<file path="config.mk">
export PLATFORM = sky130hd
export DESIGN_NAME = if_fetch_stage
export DESIGN_NICKNAME = d
export VERILOG_FILES = /design/src/rtl/if_pkg.sv /design/src/rtl/if_id_reg.sv /design/src/rtl/if_fetch_stage.sv
export SDC_FILE = /design/constraint.sdc
export NUM_CORES = 1
export LEC_CHECK = 0
export CORE_MARGIN = 2
export CORE_UTILIZATION = 40
export DETAILED_ROUTE_END_ITERATION = 8
export PLACE_DENSITY = 0.71
export SYNTH_ARGS = -nofsm -noshare
export SYNTH_HDL_FRONTEND = slang
export SYNTH_SLANG_ARGS = --single-unit
</file>
<file path="constraint.sdc">
create_clock -name clk -period 6.52 [get_ports clk]
set_input_delay 1.63 -clock clk [delete_from_list [all_inputs] [get_ports clk]]
set_output_delay 1.63 -clock clk [all_outputs]
set_load 0.05 [all_outputs]
</file>
<file path="src/rtl/if_pkg.sv">
// Shared types and constants for the instruction fetch stage and its IF/ID register.
package if_pkg;

    localparam int INSTR_W = 32;

    localparam logic [INSTR_W-1:0] NOP_INSTR_DEFAULT = 32'h0000_0000;
    localparam logic [INSTR_W-1:0] WORD_ALIGN_MASK   = 32'hFFFF_FFFC;
    localparam logic [INSTR_W-1:0] PC_STEP           = 32'd4;

    // FETCH issues the request, WAIT awaits the response, HOLD parks a word ID cannot take yet.
    typedef enum logic [1:0] {
        FETCH = 2'd0,
        WAIT  = 2'd1,
        HOLD  = 2'd2
    } fetch_state_e;

    function automatic logic [INSTR_W-1:0] word_align(input logic [INSTR_W-1:0] addr);
        return addr & WORD_ALIGN_MASK;
    endfunction

endpackage

</file>
<file path="src/rtl/if_id_reg.sv">
// IF/ID pipeline register: flush beats load, load beats stall-hold, otherwise the slot drains to a bubble.
module if_id_reg
    import if_pkg::*;
#(
    parameter logic [INSTR_W-1:0] NOP_INSTR = NOP_INSTR_DEFAULT
) (
    input  logic               clk,
    input  logic               rst_n,
    input  logic               flush_i,
    input  logic               load_i,
    input  logic               stall_i,
    input  logic [INSTR_W-1:0] instr_i,
    input  logic [INSTR_W-1:0] pc_i,
    output logic [INSTR_W-1:0] instr_o,
    output logic [INSTR_W-1:0] pc_o,
    output logic               valid_o
);

    logic [INSTR_W-1:0] instr_q, instr_d;
    logic [INSTR_W-1:0] pc_q, pc_d;
    logic               valid_q, valid_d;

    always_comb begin
        instr_d = instr_q;
        pc_d    = pc_q;
        valid_d = valid_q;
        if (flush_i) begin
            instr_d = NOP_INSTR;
            valid_d = 1'b0;
        end else if (load_i) begin
            instr_d = instr_i;
            pc_d    = pc_i;
            valid_d = 1'b1;
        end else if (!stall_i) begin
            instr_d = NOP_INSTR;
            valid_d = 1'b0;
        end
    end

    always_ff @(posedge clk or negedge rst_n) begin
        if (!rst_n) begin
            instr_q <= NOP_INSTR;
            pc_q    <= '0;
            valid_q <= 1'b0;
        end else begin
            instr_q <= instr_d;
            pc_q    <= pc_d;
            valid_q <= valid_d;
        end
    end

    assign instr_o = instr_q;
    assign pc_o    = pc_q;
    assign valid_o = valid_q;

endmodule

</file>
<file path="src/rtl/if_fetch_stage.sv">
// Instruction fetch stage: PC, single-outstanding imem handshake, hold buffer and redirect handling.
// Define IF_PERF_CNT_EN to add the fetch_cnt / stall_cnt performance counter outputs.
module if_fetch_stage
    import if_pkg::*;
#(
    parameter logic [INSTR_W-1:0] RESET_PC  = 32'h0000_0000,
    parameter logic [INSTR_W-1:0] NOP_INSTR = NOP_INSTR_DEFAULT
) (
    input  logic               clk,
    input  logic               rst_n,
    output logic               imem_req,
    output logic [INSTR_W-1:0] imem_addr,
    input  logic               imem_gnt,
    input  logic               imem_rvalid,
    input  logic [INSTR_W-1:0] imem_rdata,
    input  logic               stall_id,
    input  logic               redirect_valid,
    input  logic [INSTR_W-1:0] redirect_pc,
    output logic [INSTR_W-1:0] instruction_if_id,
    output logic [INSTR_W-1:0] pc_if_id,
    output logic               valid_if_id
`ifdef IF_PERF_CNT_EN
    ,
    output logic [31:0]        fetch_cnt,
    output logic [31:0]        stall_cnt
`endif
);

    fetch_state_e       state_q, state_d;
    logic [INSTR_W-1:0] pc_q, pc_d;
    logic [INSTR_W-1:0] hold_q, hold_d;
    logic               drop_q, drop_d;

    logic               load;
    logic [INSTR_W-1:0] load_instr;
    logic [INSTR_W-1:0] load_pc;
    logic [INSTR_W-1:0] pc_plus4;
    logic               slot_free;

    assign pc_plus4  = pc_q + PC_STEP;
    assign slot_free = !valid_if_id || !stall_id;

    // Request is gated by rst_n so it stays low while reset is held, even though the state already reads FETCH.
    assign imem_req  = rst_n && (state_q == FETCH);
    assign imem_addr = pc_q;

    always_comb begin
        state_d    = state_q;
        pc_d       = pc_q;
        hold_d     = hold_q;
        drop_d     = drop_q;
        load       = 1'b0;
        load_instr = hold_q;
        load_pc    = pc_q;

        case (state_q)
            FETCH: begin
                if (imem_gnt) begin
                    state_d = WAIT;
                end
            end
            WAIT: begin
                if (imem_rvalid) begin
                    if (drop_q) begin
                        drop_d  = 1'b0;
                        state_d = FETCH;
                    end else if (slot_free) begin
                        load       = 1'b1;
                        load_instr = imem_rdata;
                        load_pc    = pc_plus4;
                        pc_d       = pc_plus4;
                        state_d    = FETCH;
                    end else begin
                        hold_d  = imem_rdata;
                        pc_d    = pc_plus4;
                        state_d = HOLD;
                    end
                end
            end
            HOLD: begin
                // pc_q was already advanced on capture, so it equals PC+4 of the parked word.
                if (!stall_id) begin
                    load       = 1'b1;
                    load_instr = hold_q;
                    load_pc    = pc_q;
                    state_d    = FETCH;
                end
            end
            default: begin
                state_d = FETCH;
            end
        endcase

        // A redirect wins over everything; a response still in flight is marked to be dropped.
        if (redirect_valid) begin
            pc_d   = word_align(redirect_pc);
            hold_d = NOP_INSTR;
            load   = 1'b0;
            case (state_q)
                FETCH: begin
                    if (imem_gnt) begin
                        state_d = WAIT;
                        drop_d  = 1'b1;
                    end else begin
                        state_d = FETCH;
                    end
                end
                WAIT: begin
                    if (imem_rvalid) begin
                        state_d = FETCH;
                        drop_d  = 1'b0;
                    end else begin
                        state_d = WAIT;
                        drop_d  = 1'b1;
                    end
                end
                default: begin
                    state_d = FETCH;
                end
            endcase
        end
    end

    always_ff @(posedge clk or negedge rst_n) begin
        if (!rst_n) begin
            state_q <= FETCH;
            pc_q    <= RESET_PC;
            hold_q  <= NOP_INSTR;
            drop_q  <= 1'b0;
        end else begin
            state_q <= state_d;
            pc_q    <= pc_d;
            hold_q  <= hold_d;
            drop_q  <= drop_d;
        end
    end

    if_id_reg #(
        .NOP_INSTR (NOP_INSTR)
    ) u_if_id_reg (
        .clk     (clk),
        .rst_n   (rst_n),
        .flush_i (redirect_valid),
        .load_i  (load),
        .stall_i (stall_id),
        .instr_i (load_instr),
        .pc_i    (load_pc),
        .instr_o (instruction_if_id),
        .pc_o    (pc_if_id),
        .valid_o (valid_if_id)
    );

`ifdef IF_PERF_CNT_EN
    logic [31:0] fetch_cnt_q;
    logic [31:0] stall_cnt_q;

    always_ff @(posedge clk or negedge rst_n) begin
        if (!rst_n) begin
            fetch_cnt_q <= '0;
            stall_cnt_q <= '0;
        end else begin
            if (load) begin
                fetch_cnt_q <= fetch_cnt_q + 32'd1;
            end
            if (valid_if_id && stall_id) begin
                stall_cnt_q <= stall_cnt_q + 32'd1;
            end
        end
    end

    assign fetch_cnt = fetch_cnt_q;
    assign stall_cnt = stall_cnt_q;
`endif

endmodule

</file>
Word-level counts from Yosys, hierarchy flattened:

Cells that the tools add are included.

* add/sub/neg operators: 1
* equal/unequal tests: 8
* muxes and demuxes: 45
* bitwise gates (word level): 1
* reductions and logical operators: 11

Operators with widths (number)
* 32-bit 2-to-1 mux: 20
* 32-bit by 3-bit adder with 32-bit output (second input constant): 1
* 1-bit 2-to-1 mux: 15
* 2-bit 2-to-1 mux: 6
* 3-bit inequality test (second input constant): 3
* 2-bit case mux with 3 select lines: 1
* 3-bit AND reduction: 2
* 2-bit inequality test (second input constant): 2
* 1-bit case mux with 2 select lines: 2
* 2-bit case mux with 2 select lines: 1
* 4-bit AND reduction: 1
* 2-bit nonzero test: 2
* 3-bit by 1-bit inequality test with 1-bit output (second input constant): 1
* 2-bit by 1-bit == test with 1-bit output (second input constant): 1
* 2-bit == test (second input constant): 1
* 1-bit zero test: 2
* 2-bit zero test: 1
* 2-bit AND reduction: 1
* 1-bit logical AND: 1
* 1-bit logical OR: 1
* 1-bit inverter: 1

* register bits: 132
* output and inout port bits: 98
* logic and storage cells: 73

Longest topological paths before layout:

Gate-level depths: netlist of run 1.

* depth in word-level cells: 9
* depth in mapped cells: 9
* gate-level depth less buffers: 6

By module:

Synthesis of run 1 repeated with hierarchy kept, for this count alone.

* cell total of the unflattened synthesis: 720
* area, all modules: 6920.4 um2

By module, submodules not included
* if_fetch_stage: instances 1, cells an instance 504, area an instance 4231.6 um2
* if_id_reg: instances 1, cells an instance 216, area an instance 2688.8 um2

Least setup slack after synthesis of run 1:

No wires, ideal clock.

* path type: input port to output port
* from: in rst_n
* to: out imem_req
* arrival time: 2042 ps
* data required time: 4890 ps
* setup slack: 2848 ps
* stages: 1
* buffers on the path: 0
* cells stage by stage: and2_1

* word-level cells in the longest chain between the ends: 1

Ends and longest elaborated chain
* start: declaration: line if_fetch_stage.sv:10 `input logic rst_n,`
* 1-bit logical AND: line if_fetch_stage.sv:44 `assign imem_req = rst_n && (state_q == FETCH);`
* end: declaration: line if_fetch_stage.sv:11 `output logic imem_req,`

Every way passes these cells.

Final worst setup path of run 1:

Same ends and word-level chain as after synthesis.

==> results by stage, run 1 <==
Detailed routing:
- In the routed layout, each cell is associated on average with a via count of 5.61.
- The remaining design rule violation count is 0.
- The residual antenna-violating net count after detailed routing is 0.
- In the final routed layout, each cell accounts on average for 17.7 um.
- The wire length after detailed routing is 17.5 mm.
- The number of design-rule violations left by the first detailed-router iteration is 247.
- The via count of the routed design is 5573.
- The pre-antenna-repair detailed-routing pass consisted of 5 iterations.

Critical path:
- The required time of the critical path is 4.89 ns.
- Along the worst path, the maximum fanout reaches 68.
- The startpoint kind of the worst setup timing path is a primary input.
- In this design, the stage delay of the slowest critical-path cell is 0.80 ns.
- The data arrival time of the critical path is 3.15 ns.
- The setup path with the least slack is of type primary input to primary output.
- The highest-delay cell along the critical path is sky130_fd_sc_hd__clkdlybuf4s50_1.
- Traced cell by cell, the critical path runs through buf_6 -> and2_1 -> clkdlybuf4s50_1.
- The critical path endpoint category is a primary output.

Logic synthesis:
- During synthesis, Yosys emitted a total of 0 warnings.
- Averaged over all synthesized cells, the footprint is 9.91 sq um.
- The number of standard cells after synthesis is 634.
- The share of synthesized flip-flops with an asynchronous set or reset is 100%.
- In this run, synthesis inferred 0 flip-flops with an integrated enable.
- Summing every instance area after synthesis gives 0.00629 sq mm.
- The total of flip-flops plus latches after synthesis is 128.
- For this run, the register share of the synthesized area comes to 51.0%.
- The number of distinct standard cells referenced by the synthesized netlist is 46.
- The most instantiated flip-flop cell in the synthesis netlist is sky130_fd_sc_hd__dfrtp_1.

Power:
- The reported net switching power is 0.00113 W.
- Summed over all cells, the static leakage comes to 3.26 nW.
- The internal power of the cells is 0.00190 W.
- The clock network accounts for 32.2% of the total power.
- The worst-case IR drop observed on VDD is 0.175 mV.
- The share of total power in sequential cells is 33.7%.
- The total power divided by cell area is 352 mW/mm^2.
- Net switching is 37.4% of the power.
- The power share of the combinational group is 34.2%.

Clock network:
- The CTS buffer count is 17.
- The root buffer cell chosen for the clock tree is sky130_fd_sc_hd__clkbuf_16.
- TritonCTS built the clock tree.
- The clock input transition at the sequential cells of the worst setup and hold paths is 0.06 ns.
- For the worst-skew pair, the clock arrives at the later sink with an insertion delay of 0.42 ns.
- The H-tree depth is 4.
- The maximum clock insertion buffer count is 2.
- Gates resized during post-CTS repair numbered 0.
- After clock tree synthesis, the flow added hold-fix buffers numbering 0.
- The number of clock sinks seen by CTS is 128.
- After clock tree synthesis, the setup repair step added 0 buffers.

Timing:
- The number of endpoints with negative hold slack in the final report is 0.
- The time the final worst path needs with I/O delays and setup is 4.78 ns.
- At the pin with the least slew margin, the transition time is 1.20 ns.
- Setup repair after global routing left no endpoint under its margin.
- The final setup violation count is 0.
- The max-slew violation count is 0.
- Timing would allow up to 209 MHz.
- The tightest slew margin relative to the limit is 19.8%.
- Setup total negative slack on the finished layout was measured at 0 ns.
- The largest clock skew in the final design is 0.00556 ns.
- The worst path uses 73.4% of the clock period.

Finish:
- The repair_antennas step left the layout with diodes totalling 0.
- Relative to the synthesized area, the layout overhead comes to 37.0%.
- The share of final-layout standard cells stronger than drive strength 1 is 6.27%.
- After the last flow step, the layout net total stands at 844.
- With fillers left out, the area of the finished cells amounts to 0.00861 sq mm.

Global route:
- The via count of the first global-routing pass is 5483.
- Global routing finished with a remaining overflow of 0.
- The first-pass GRT wire length is 28.0 mm.
- The initial antenna violation count is 2.
- Entering global routing, the biggest net connects 69 pins.
- The aggregate global-route resource usage is 21.4%.

Run status:
- The flow ran to the end, and the final reports show no timing, DRC or antenna violations.

Placed design:
- The global placer's final weighted congestion is 0.800.
- During placement, the flow inserted port buffers numbering 161.
- After detailed placement, the total cell area comes to 0.00800 sq mm.
- The placed wire-length estimate after detailed placement is 11.7 mm.

Die:
- The height of the die is 129 um.
- From left edge to right edge, the die measures 129 um.
- Row generation in the floorplan step produced 45 rows.
- The floorplan step defined a die boundary enclosing 0.0167 sq mm.
- For this design the top-level I/O count stands at 168.
- The area of the core region is 0.0153 sq mm.
- The initial standard-cell utilization of the core is 41.2%.

Hold path:
- The worst hold path class is register to register.

Run:
- Across the run, the number of max-cap violations was 0.
## per-layer routing
| layer | routed length (um) | track usage, % |
|---|---|---|
| met5 | 25 | 0 |
| met4 | 294 | 7.93 |
| met3 | 1260 | 5.70 |
| met2 | 8530 | 35.7 |
| met1 | 7440 | 26.9 |
## layout make-up
| class | instances | area [sq um] |
|---|---|---|
| Clock inverter | 10 | 135 |
| Sequential cell | 128 | 3200 |
| Tap cell | 211 | 264 |
| Timing Repair Buffer | 166 | 1650 |
| Multi-Input combinational cell | 454 | 2880 |
| Fill cell | 1321 | 6650 |
| Inverter | 3 | 11.3 |
| Clock buffer | 21 | 470 |
## final timing paths
check	from	to	slack (ns)	cells after the start
worst min register to register	u_if_id_reg.pc_o[11]	u_if_id_reg.pc_o[11]	0.48	2
worst min-delay path	u_if_id_reg.pc_o[11]	u_if_id_reg.pc_o[11]	0.48	2
min in group asynchronous	rst_n	u_if_id_reg.pc_o[8]	1.21	1
max in group asynchronous	rst_n	hold_q[24]	4.06	2
worst max register to register	state_q[1]	imem_addr[21]	3.57	6
worst max-delay path	rst_n	imem_req	1.74	3
## synthesized netlist by cell type (7+ instances only)
| library cell | n | area [sq um] |
|---|---|---|
| sky130_fd_sc_hd__nor2_1 | 48 | 180 |
| sky130_fd_sc_hd__clkbuf_1 | 38 | 143 |
| sky130_fd_sc_hd__or4_1 | 26 | 195 |
| sky130_fd_sc_hd__nand4_1 | 12 | 75.1 |
| sky130_fd_sc_hd__xor2_1 | 7 | 61.3 |
| sky130_fd_sc_hd__a31oi_1 | 41 | 257 |
| sky130_fd_sc_hd__buf_2 | 8 | 40.0 |
| sky130_fd_sc_hd__nand2_1 | 77 | 289 |
| sky130_fd_sc_hd__dfrtp_1 | 128 | 3200 |
| sky130_fd_sc_hd__a22o_1 | 16 | 140 |
| sky130_fd_sc_hd__xnor2_1 | 12 | 105 |
| sky130_fd_sc_hd__o31ai_1 | 20 | 150 |
| sky130_fd_sc_hd__a21oi_1 | 18 | 90.1 |
| sky130_fd_sc_hd__or3_1 | 17 | 106 |
| sky130_fd_sc_hd__mux2i_1 | 33 | 330 |
| sky130_fd_sc_hd__o21ai_0 | 40 | 200 |
| sky130_fd_sc_hd__nand3_1 | 8 | 40.0 |
| sky130_fd_sc_hd__o2bb2ai_1 | 32 | 280 |
## flip-flops by register name, summed over array words and instances, names as in the netlist
name	cells
hold_q	32
state_q	2
u_if_id_reg.valid_o	1
drop_q	1
u_if_id_reg.instr_o	32
u_if_id_reg.pc_o	30
imem_addr	30
## metrics by stage
stage	instances	power (W)	setup slack [ns]	hold slack, ns	util [%]
6_report	993	0.00303	1.74	0.484	56.4
5_1_grt	993	0.00317	1.59	0.505	56.4
4_1_cts	993	0.00306	1.70	0.491	56.4
3_5_place_dp	962	0.00207	1.70	0.473	52.5
3_3_place_gp	962	0.00205	1.71	0.465	52.5
2_1_floorplan	637	0.00169	2.85	0.465	-
## cells by family after synthesis
logic type,Yosys count,synth area share [%]
DFF,128,51.0
buffers and inverters,55,3.82
other,1,0.0597
AOI/OAI and AO/OA,173,18.6
and+or+nand+nor,221,17.9
muxes,33,5.25
xor gates and xnor gates,19,2.65
adders and majority gates,4,0.796
## power groups by stage
| stage | Sequential (W) | Combinational [W] | Clock, W |
|---|---|---|---|
| floorplan | 0.00140 | 0.000290 | 0 |
| global placement | 0.00103 | 0.00103 | 0 |
| detailed placement | 0.00103 | 0.00104 | 0 |
| CTS | 0.00102 | 0.00104 | 0.000994 |
| global route | 0.00104 | 0.00110 | 0.00103 |
| finish | 0.00102 | 0.00104 | 0.000975 |
## critical path, delay by kind of cell
family	cells	cell delay, ns
buffers and inverters	2	1.26
AND/OR/NAND/NOR	1	0.21
## layout by cell type (no fill, tap or decap), types with 3 or more instances in the layout
| cell | n |
|---|---|
| sky130_fd_sc_hd__a21oi_1 | 18 |
| sky130_fd_sc_hd__a22o_1 | 16 |
| sky130_fd_sc_hd__a31oi_1 | 40 |
| sky130_fd_sc_hd__and2_1 | 5 |
| sky130_fd_sc_hd__and4_1 | 3 |
| sky130_fd_sc_hd__buf_4 | 5 |
| sky130_fd_sc_hd__bufinv_16 | 3 |
| sky130_fd_sc_hd__clkbuf_16 | 17 |
| sky130_fd_sc_hd__clkbuf_8 | 3 |
| sky130_fd_sc_hd__clkdlybuf4s50_1 | 159 |
| sky130_fd_sc_hd__clkinv_2 | 3 |
| sky130_fd_sc_hd__clkinvlp_4 | 4 |
| sky130_fd_sc_hd__conb_1 | 4 |
| sky130_fd_sc_hd__dfrtp_1 | 128 |
| sky130_fd_sc_hd__ha_1 | 4 |
| sky130_fd_sc_hd__inv_1 | 3 |
| sky130_fd_sc_hd__mux2i_1 | 33 |
| sky130_fd_sc_hd__nand2_1 | 77 |
| sky130_fd_sc_hd__nand3_1 | 8 |
| sky130_fd_sc_hd__nand4_1 | 12 |
| sky130_fd_sc_hd__nor2_1 | 47 |
| sky130_fd_sc_hd__nor2b_1 | 4 |
| sky130_fd_sc_hd__nor3_1 | 5 |
| sky130_fd_sc_hd__nor4_1 | 3 |
| sky130_fd_sc_hd__o21ai_0 | 40 |
| sky130_fd_sc_hd__o2bb2ai_1 | 32 |
| sky130_fd_sc_hd__o31ai_1 | 20 |
| sky130_fd_sc_hd__or3_1 | 17 |
| sky130_fd_sc_hd__or3_2 | 3 |
| sky130_fd_sc_hd__or4_1 | 26 |
| sky130_fd_sc_hd__xnor2_1 | 12 |
| sky130_fd_sc_hd__xor2_1 | 7 |
Power figures use the tool's default switching activity.
==> run 2, diff against run 1 <==
--- a/config.mk
+++ b/config.mk
@@ -8,7 +8,7 @@
 export CORE_MARGIN = 2
 export CORE_UTILIZATION = 40
 export DETAILED_ROUTE_END_ITERATION = 8
-export PLACE_DENSITY = 0.71
+export PLACE_DENSITY = 0.74
 export SYNTH_ARGS = -nofsm -noshare
 export SYNTH_HDL_FRONTEND = slang
 export SYNTH_SLANG_ARGS = --single-unit
==> constraint.sdc (replaced) <==
create_clock -name clk -period 4 [get_ports clk]
set_input_delay 1 -clock clk [delete_from_list [all_inputs] [get_ports clk]]
set_output_delay 1 -clock clk [all_outputs]
set_load 0.05 [all_outputs]
==> run 2 against run 1 <==
Against the previous run: power up 67%; largest cell class unchanged; routed wire length up 1.8%; final cell count grew 0.81%; critical endpoint is now hold_q[22]; sequential share of layout area decreased by 0.55 points; critical path type is now primary input to register; utilization increased by 0.85 points; sequential power up 63%; global-route usage increased by 0.63 points; hold slack improved by 0.00068 ns.
==> results by stage, run 2 (synthesized netlist as in run 1, its figures left out) <==
Run status:
- The flow ran to the end, and the final reports show no timing, DRC or antenna violations.

Hold path:
- The startpoint of the tightest hold check path is u_if_id_reg.pc_o[10].
- The worst hold path class is register to register.

Die:
- The x dimension of the die is 129 um.
- The region available for standard cell placement spans 0.0153 sq mm.
- In this run the vertical extent of the chip is 129 um.
- The initial standard-cell utilization of the core is 41.2%.
- Row generation in the floorplan step produced 45 rows.
- The top-level port count is 168.
- The floorplan step defined a die boundary enclosing 0.0167 sq mm.

Placed design:
- The congestion estimate from routability-driven global placement came to 0.818.
- Port buffering added 161 buffers.
- After legalization and detailed placement, the total HPWL measured 12.3 mm.
- The post-place setup slack is 0.583 ns.

Global route:
- The via count of the first global-routing pass came to 5632.
- Global routing finished with a remaining overflow of 0.
- The aggregate global-route resource usage is 22.1%.
- The pin count of the biggest net entering global routing is 88.
- The first-pass GRT wire length is 28.8 mm.
- The initial antenna violation count is 0.

Clock network:
- The clock input transition at the sequential cells of the worst setup and hold paths is 0.06 ns.
- The root buffer cell chosen for the clock tree is sky130_fd_sc_hd__clkbuf_16.
- Clock tree synthesis inserted a total of 17 buffers.
- The CTS tree is yes.
- After clock tree synthesis, the setup repair step added 0 buffers.
- The maximum clock insertion buffer count is 2.
- The tree built by TritonCTS fans out to 128 sinks.
- In this run, post-CTS hold repair placed 0 buffers.
- The later pin in the worst-skew pair is clocked with a latency of 0.42 ns.
- The H-tree depth is 4.
- The number of gates given a new drive strength after cts is 0.

Detailed routing:
- The vias per cell is 5.64.
- The iteration count of the initial detailed-routing pass is 4.
- The wire length after detailed routing is 17.9 mm.
- Detailed routing inserted a total of 5646 vias.
- The detail route stage leaves a number of antenna-violating nets equal to 0.
- The detailed router finished its first iteration with 340 violations.
- After detailed routing, the number of remaining DRC violations is 0.
- Dividing the detail-routed wire length by the instance count gives 17.8 um.

Timing:
- After layout, the minimum clock period comes to 2.98 ns.
- The part of the cycle the worst path needs is 74.5%.
- For the pin with the worst max-slew slack, the measured transition is 1.20 ns.
- Setup total negative slack on the finished layout was measured at 0 ns.
- Setup violations remaining at the end of the flow were counted as 0.
- The max-slew violation count came to 0.
- In the post-route analysis, the smallest setup slack over all paths is 1.02 ns.
- The number of endpoints with negative hold slack in the final report is 0.
- The worst slack on hold paths is 0.485 ns.
- For the final database, setup skew stands at 0.00783 ns.
- The peak clock frequency supported by timing is 335 MHz.
- Setup repair after global routing left no endpoint under its margin.
- The worst pin sits at a relative slew slack of 19.8%.

Critical path:
- At the worst endpoint, the arrival time is 3.33 ns.
- The startpoint-to-endpoint class of the critical path is primary input to register.
- The worst setup path startpoint is imem_rvalid.
- In this run the worst path has a maximum fanout of 17.
- The worst setup path is captured at a register.
- The slowest stage of the critical path is the sky130_fd_sc_hd__nor2_1 cell.
- The kind of cell adding the most delay to the critical path is simple AND/OR/NAND/NOR gates.
- The biggest cell delay along the critical path is 0.90 ns.
- The required time of the critical path is 4.35 ns.
- Walking the worst path, the cells encountered are clkdlybuf4s50_1 -> nand3b_1 -> buf_4 -> nor2_1 -> buf_4 -> nor2_1 -> a22o_1.
- The combined buffer and inverter count along the critical path is 3.
- The worst register-to-register path begins at state_q[1].
- The startpoint kind of the worst setup timing path is a primary input.

Finish:
- In the layout the commonest cells are sky130_fd_sc_hd__clkdlybuf4s50_1 (159), sky130_fd_sc_hd__dfrtp_1 (128), sky130_fd_sc_hd__nand2_1 (77), sky130_fd_sc_hd__nor2_1 (47).
- The diode insertion count for antenna repair is 0.
- The most common cell after layout, fill and taps aside is sky130_fd_sc_hd__clkdlybuf4s50_1.
- In the final layout, the share of cells above drive strength 1 is 7.34%.
- The area added between synthesis and finish is 39.0%.
- The fill cell instance count of the final layout is 1284.
- At the end of the flow, the number of nets in the layout was 851.

Power:
- The total power divided by cell area is 580 mW/mm^2.
- IR analysis of the VDD net gives a maximum drop of 0.282 mV.
- The reported leakage power is 3.34 nW.
- The power after layout is 0.00507 W.

Run:
- The max-cap violation count is 0.
-- run 2: cell count changes in the layout (fill, tap and decap cells not counted), moves of 2 or more --
cell                         change
sky130_fd_sc_hd__buf_12          +3
sky130_fd_sc_hd__clkinv_4        +2
sky130_fd_sc_hd__clkinvlp_4      -2
sky130_fd_sc_hd__buf_4           +6
sky130_fd_sc_hd__inv_6           +2
-- run 2: path summary, 6_finish.rpt --
path	cells past startpoint	endpoint	slack (ns)
min in group asynchronous	2	imem_addr[24]	0.70
worst max-delay path	7	hold_q[22]	1.02
worst min-delay path	2	u_if_id_reg.pc_o[10]	0.49
worst max register to register	8	hold_q[22]	1.42
max in group asynchronous	2	u_if_id_reg.pc_o[7]	2.35
worst min register to register	2	u_if_id_reg.pc_o[10]	0.49
-- run 2: report_power, final --
part	leakage [nW]	switching (W)	internal, W	total [W]
registers	1.65	0.000172	0.00149	0.00166
clock network	0.313	0.000592	0.00110	0.00169
logic	1.37	0.00111	0.000604	0.00172
-- run 2: worst reg2reg max path, cell delays in order (launching register included) --
cell and delay [ns]:
sky130_fd_sc_hd__dfrtp_1 0.36, sky130_fd_sc_hd__inv_1 0.08, sky130_fd_sc_hd__ha_1 0.23, sky130_fd_sc_hd__nand3b_1 0.13, sky130_fd_sc_hd__buf_4 0.22, sky130_fd_sc_hd__nor2_1 0.08, sky130_fd_sc_hd__buf_4 0.21, sky130_fd_sc_hd__nor2_1 0.90
sky130_fd_sc_hd__a22o_1 0.29
-- run 2: per-stage QoR --
step / std cells / area, sq um / util, %
after global routing: 1001 / 8740 / 57.3
after detailed placement: 969 / 8090 / 53.0
final: 1001 / 8740 / 57.3
after floorplan: 637 / 6300 / -
after CTS: 1001 / 8740 / 57.3
after global placement: 969 / 8090 / 53.0
-- run 2: area by class of cell --
class	count	area, sq um	area share [%]
Sequential cell	128	3200	36.6
Clock buffer	20	467	5.34
Timing Repair Buffer	173	1730	19.8
Tap cell	211	264	3.02
Clock inverter	12	180	2.06
Multi-Input combinational cell	454	2880	33.0
Inverter	3	11.3	0.129
-- run 2: per-layer routing --
metal	vias up	track usage, %	part of all wire, %
met5	-	0	0
met4	0	8.70	1.5
met3	21	6.28	7.8
met2	210	35.6	48
met1	2783	28.2	42
li1	2632	-	-
==> run 3, diff against run 2 <==
==> constraint.sdc (replaced) <==
create_clock -name clk -period 2.7 [get_ports clk]
set_input_delay 0.675 -clock clk [delete_from_list [all_inputs] [get_ports clk]]
set_output_delay 0.675 -clock clk [all_outputs]
set_load 0.05 [all_outputs]
==> run 3 against run 2 <==
Against the previous run: clock power rose by 33%; largest cell class unchanged; flip-flop and latch count stayed put; final cell count is 2.0% higher; critical path depth decreased by 6; largest power group unchanged; critical path type is now register to primary output; utilization up 0.79 points; register-to-register slack lost 1.1 ns; setup slack worse by 0.83 ns.
==> results by stage, run 3 (synthesized netlist as in run 1, its figures left out) <==
Clock network:
- The cell at the root of the clock tree is sky130_fd_sc_hd__clkbuf_16.
- TritonCTS built the clock tree.
- The clock latency on the worst-skew pair is 0.42 ns.
- After clock tree synthesis, the repair step resized 0 gates.
- The count of hold buffers inserted by post-cts repair is 0.
- The post-CTS setup buffer count is 0.
- The maximum clock insertion buffer count is 2.
- In this run, CTS created clock tree buffers numbering 17.
- CTS saw 128 sinks.
- The clock input transition at the sequential cells of the worst setup and hold paths is 0.05 ns.
- The H-tree was split into 4 levels.

Power:
- IR analysis of the VDD net gives a maximum drop of 0.407 mV.
- For this design the static power due to leakage is 3.42 nW.
- In this run the power density over the cells is 825 mW/mm^2.

Detailed routing:
- In the routed layout, each cell is associated on average with a via count of 5.61.
- The average wire per standard cell is 17.5 um.
- The first detailed-routing pass took 4 iterations.
- The topmost layer with routed signal wires is met4.
- Once detail routing completed, the nets flagged for antenna violations numbered 0.
- The wire length after detailed routing is 17.9 mm.
- The met2 wire length is 8.64 mm.
- For this block, wires on met1 add up to 7.53 mm.
- The remaining design rule violation count is 0.
- The routed layout has 5725 vias.
- The number of design-rule violations left by the first detailed-router iteration is 329.
- The routed wire length on met3 is 1.48 mm.

Die:
- The floorplan step set the die width to 129 um.
- Once the floorplan was initialized, standard cells occupied 41.2% of the core.
- The full die area is 0.0167 sq mm.
- The die is 129 um tall.
- The area of the core region is 0.0153 sq mm.
- The floorplan row count is 45.
- In this run the count of I/O pins placed on the die edge is 168.

Critical path:
- For the worst setup path, the data required time is 2.03 ns.
- Of all nets on the critical path, the largest fanout is 9.
- STA classifies the critical path startpoint as a register.
- Counting both buffers and inverters, the worst setup path holds a total of 1.
- The highest-delay cell along the critical path is sky130_fd_sc_hd__clkdlybuf4s50_1.
- Broken down by cell family, the worst path's largest delay share belongs to buffers and inverters.
- In this run the register-to-register setup slack is 0.29 ns.
- At the worst endpoint, the arrival time is 1.84 ns.
- Traced cell by cell, the critical path runs through clkdlybuf4s50_1.
- The startpoint-to-endpoint class of the critical path is register to primary output.
- The worst setup path is captured at a primary output.
- The biggest cell delay along the critical path is 0.91 ns.

Timing:
- In the finished design, the share of the clock period the worst path needs comes to 93.1%.
- In the final timing run, aggregate negative setup slack is 0 ns.
- The max-slew violation count is 0.
- Setup violations remaining at the end of the flow were counted as 0.
- The transition time at the pin with the least slew margin is 1.12 ns.
- In this run the tightest slew margin relative to its limit is 25.0%.
- The number of endpoints with negative hold slack in the final report is 0.
- On the final layout, the worst clock skew is 0.0132 ns.
- The peak clock frequency supported by timing is 398 MHz.
- Setup repair after global routing left no endpoint under its margin.
- Counting I/O delays and the setup requirement, the final critical path takes 2.51 ns.

Finish:
- In the layout the commonest cells are sky130_fd_sc_hd__clkdlybuf4s50_1 (159), sky130_fd_sc_hd__dfrtp_1 (128), sky130_fd_sc_hd__nand2_1 (77), sky130_fd_sc_hd__nor2_1 (47).
- At the end of the flow, the number of nets in the layout was 872.
- The number of standard cells in the layout, taps in and fillers out is 1021.
- Of the cells placed in the final design, the portion with a size suffix greater than 1 is 9.27%.
- The most common cell after layout, fill and taps aside is sky130_fd_sc_hd__clkdlybuf4s50_1.
- Relative to the synthesized area, the layout overhead comes to 40.9%.
- The fill cell instance count of the final layout is 1270.
- The final instance area is 0.00886 sq mm.

Run:
- The max-cap violation count is 0.

Placed design:
- The number of port buffers is 161.
- After legalization and detailed placement, the total HPWL measured 12.3 mm.
- Summing all placed instances gives a cell area of 0.00828 sq mm.
- The global placer's final weighted congestion is 0.823.
- The instance count after placement with tap cells included is 990.

Global route:
- Entering global routing, the biggest net connects 129 pins.
- The total congestion overflow is 0.
- The initial antenna violation count was 1.
- The aggregate global-route resource usage is 22.0%.
- The via count of the first global-routing pass came to 5825.
- The first-pass GRT wire length is 29.2 mm.

Run status:
- The flow ran to the end, and the final reports show no timing, DRC or antenna violations.

Hold path:
- The worst hold path class is primary input to asynchronous set/reset pin.
## run 3: cell count changes in the layout (fill, tap and decap cells not counted), sizes merged
cell	previous run	this run
inv	5	3
diode	0	1
clkbuf	20	24
bufinv	4	2
clkinvlp	2	0
buf	14	35
## run 3: layer usage
metal	GRT usage (%)	vias up
li1	-	2670
met1	27.9	2818
met2	36.1	215
met3	7.39	22
met4	6.46	0
met5	0	-
## run 3: per-stage QoR
stage / hold WS [ns] / utilization, % / setup WS (ns) / total power, W
CTS: 0.454 / 58.0 / 0.180 / 0.00737
finish: 0.348 / 58.1 / 0.187 / 0.00731
global route: 0.485 / 58.0 / 0.114 / 0.00763
global placement: 0.466 / 54.2 / -0.0633 / 0.00504
detailed placement: 0.473 / 54.2 / -0.0848 / 0.00509
floorplan: 0.379 / - / 0.215 / 0.00407
## run 3: where the power goes
group          switching, W  internal (W)
sequential         0.000244       0.00221
combinational       0.00167      0.000929
clock              0.000787       0.00146
## run 3: area by class of cell
| class | count | area [sq um] | area share [%] |
|---|---|---|---|
| sequential | 128 | 3200 | 36.2 |
| multi-input combinational | 454 | 2880 | 32.5 |
| timing repair buffer | 194 | 1920 | 21.6 |
| clock buffer | 24 | 502 | 5.66 |
| tap | 211 | 264 | 2.98 |
| clock inverter | 6 | 80.1 | 0.904 |
| inverter | 3 | 11.3 | 0.127 |
| antenna | 1 | 2.50 | 0.0282 |
## run 3: path summary, 6_finish.rpt
path / endpoint / start / cells after the start
min in group clk: u_if_id_reg.instr_o[1] / u_if_id_reg.instr_o[1] / 1
max in group asynchronous: u_if_id_reg.pc_o[11] / rst_n / 2
worst max register to register: u_if_id_reg.pc_o[20] / imem_addr[2] / 5
worst min register to register: u_if_id_reg.instr_o[1] / u_if_id_reg.instr_o[1] / 1
worst min-delay path: u_if_id_reg.pc_o[30] / rst_n / 2
worst max-delay path: imem_addr[7] / imem_addr[7] / 1
## run 3: worst register-to-register path, delay by kind of cell, from the launching register on
kind            cells  cell delay [ns]
flops               1             0.50
simple gates        3             1.39
fa+ha+maj           1             0.28
compound gates      1             0.16
==> RTL edit, RTL diff (flow settings as in run 2) <==
The 3 states of `fetch_state_e` get a one-hot encoding in 3 bits.
--- a/src/rtl/if_pkg.sv
+++ b/src/rtl/if_pkg.sv
@@ -9,8 +9,8 @@
 
     // FETCH issues the request, WAIT awaits the response, HOLD parks a word ID cannot take yet.
-    typedef enum logic [1:0] {
-        FETCH = 2'd0,
-        WAIT  = 2'd1,
-        HOLD  = 2'd2
+    typedef enum logic [2:0] {
+        FETCH = 3'b001,
+        WAIT  = 3'b010,
+        HOLD  = 3'b100
     } fetch_state_e;
 
Behaviour: no difference found for any inputs over 4 cycles, from zero or initial values and one cycle with rst_n low; so few cycles prove little.
==> RTL edit against run 2 <==
Wire length is 5.9% lower; first-iteration DRC count shrank 17%; critical path type is now reg2out; core utilization fell by 0.75 points; count of clock-buffer cells in the layout did not move; clock power is 12% lower; final area shrank 1.3%; sequential share of layout area is 0.79 points higher; synthesized area hardly changed; largest power group is now registers; worst setup slack better by 92 ps; sequential cell count increased by 1; non-clock buffer count shrank 3; total power shrank 15%.
==> RTL edit: results (changes against run 2) <==
| Metric | Value |
|---|---|
| Placed standard-cell area | 8048 um2 (-0.56%) |
| Number of global-route vias before repair | 5386 (-4.4%) |
| Cell with the largest stage delay on the worst path | clkdlybuf4s50_1 |
| Post-detailed-placement half-perimeter wirelength | 11.51 mm (-6.1%) |
| Combinational power share | 28.2% (-5.7 points) |
| Number of iterations in the first detailed-routing pass | 5 (+1) |
| Largest incremental delay on the critical path | 900 ps (about the same) |
| CP Launch Point | imem_addr[19] |
| Number of placed cells counting well taps | 958 (-1.1%) |
| Layout cell share with drive strength beyond 1 | 8.216% (+0.87 points) |
| Run status | complete, no violations |
| Drt initial violations | 283 (-17%) |
| Period utilization | 72.25% (-2.3 points) |
| Hold path endpoint | u_if_id_reg.instr_o[26] |
| Multiplexer share of the synthesized area | 5.571% (+0.32 points) |
| Worst hold slack | 479.2 ps (-5.870 ps) |
| Worst max-slew margin expressed relative to the limit | 34.77% (+15 points) |
| Sequential share of the synthesized area | 51.35% (+0.40 points) |
| Post-synth cell types | 39 (-15%) |
| Clock latency on the worst-skew pair | 420 ps (about the same) |
| VDD IR max | 0.0002952 V (+4.7%) |
| Max FO, Critical Path | 11 (-6) |
| Drt wl/cell | 16.98 um (-4.8%) |
| Leakage power figure | 0.003341 uW (+0.11%) |
| Hold path startpoint | u_if_id_reg.instr_o[26] |
| Total Die Area | 16740 um2 (about the same) |
| Part of the power in registers | 37.2% (+4.4 points) |
| Total Power Consumption | 4318 uW (-15%) |
| Filler cells | 1303 (+1.5%) |
| Adder and majority cell fraction of the synthesized area | 0.1990% (-0.60 points) |
| Data arrival time of the worst path | 1890 ps (-1440 ps) |
| Skew final | 10.69 ps (+2.864 ps) |
| Startpoint of the worst register-to-register path | state_q[2] |
| Detailed-route wire length | 16.81 mm (-5.9%) |
| All-Layer GR Usage | 20.91% (-1.2 points) |
| Final Net Count | 837 (-1.6%) |
| Antenna diode count | 0 (unchanged) |
| Kind of cell adding the most delay to the critical path | buffers and inverters |
| Clock transition at the register clock pins on the worst setup and hold paths after CTS | 60 ps (about the same) |
| Complex-gate fraction of the synthesized area | 12.71% (-5.9 points) |
| Global placement routability congestion | 0.7882 (-3.6%) |
| Mapped Cells | 623 (-1.7%) |
| Commonest cells in the synthesized netlist | dfrtp_1, nand2_1, o21ai_1 |
| Cell types with the largest area share after synthesis | dfrtp_1, o21ai_1, nand2_1, xnor2_1, mux2i_1 |
| R2r worst-path depth | 4 (-4) |
| Setup slack after placement | 710.5 ps (+127.8 ps) |
| First-pass GRT wire length | 27.18 mm (-5.7%) |
| Maximum number of pins on one net before global-route repair | 72 (-18%) |
| Synth Area in XOR/XNOR | 8.078% (+5.4 points) |
| Total via count in the routed design | 5269 (-6.7%) |
| Crit Reg-Reg Endpoint | hold_q[17] |
| Total internal power | 2786 uW (-13%) |
| Register-to-register setup slack | 1780 ps (+360 ps) |
[RTL edit: cell count changes after synthesis, sizes merged, moves of 18 or more]
| cell | run 2 | this run |
|---|---|---|
| or3 | 20 | 0 |
| o31ai | 20 | 0 |
| clkbuf | 39 | 11 |
| a21oi | 18 | 0 |
| nor2 | 48 | 12 |
| a31oi | 41 | 3 |
| xnor2 | 12 | 42 |
| nand2 | 77 | 110 |
| buf | 13 | 38 |
| o21ai | 40 | 95 |
| or4 | 27 | 0 |
| o2bb2ai | 32 | 0 |
[RTL edit: routing by layer]
layer  wire length, um  global-route usage [%]
met1              7297                   27.30
met2              8303                   34.24
met3               992                   5.037
met4               221                   7.225
met5                 0                       0
[RTL edit: cell type report]
type                    instances  area, um2  area share, %
well taps                     211      264.0          3.061
inverters                       5      18.77         0.2176
repair buffers                170       1694          19.64
clock inverters                12      110.1          1.277
multi-input cells             443       2841          32.95
flip-flops and latches        129       3229          37.44
clock buffers                  20      466.7          5.411
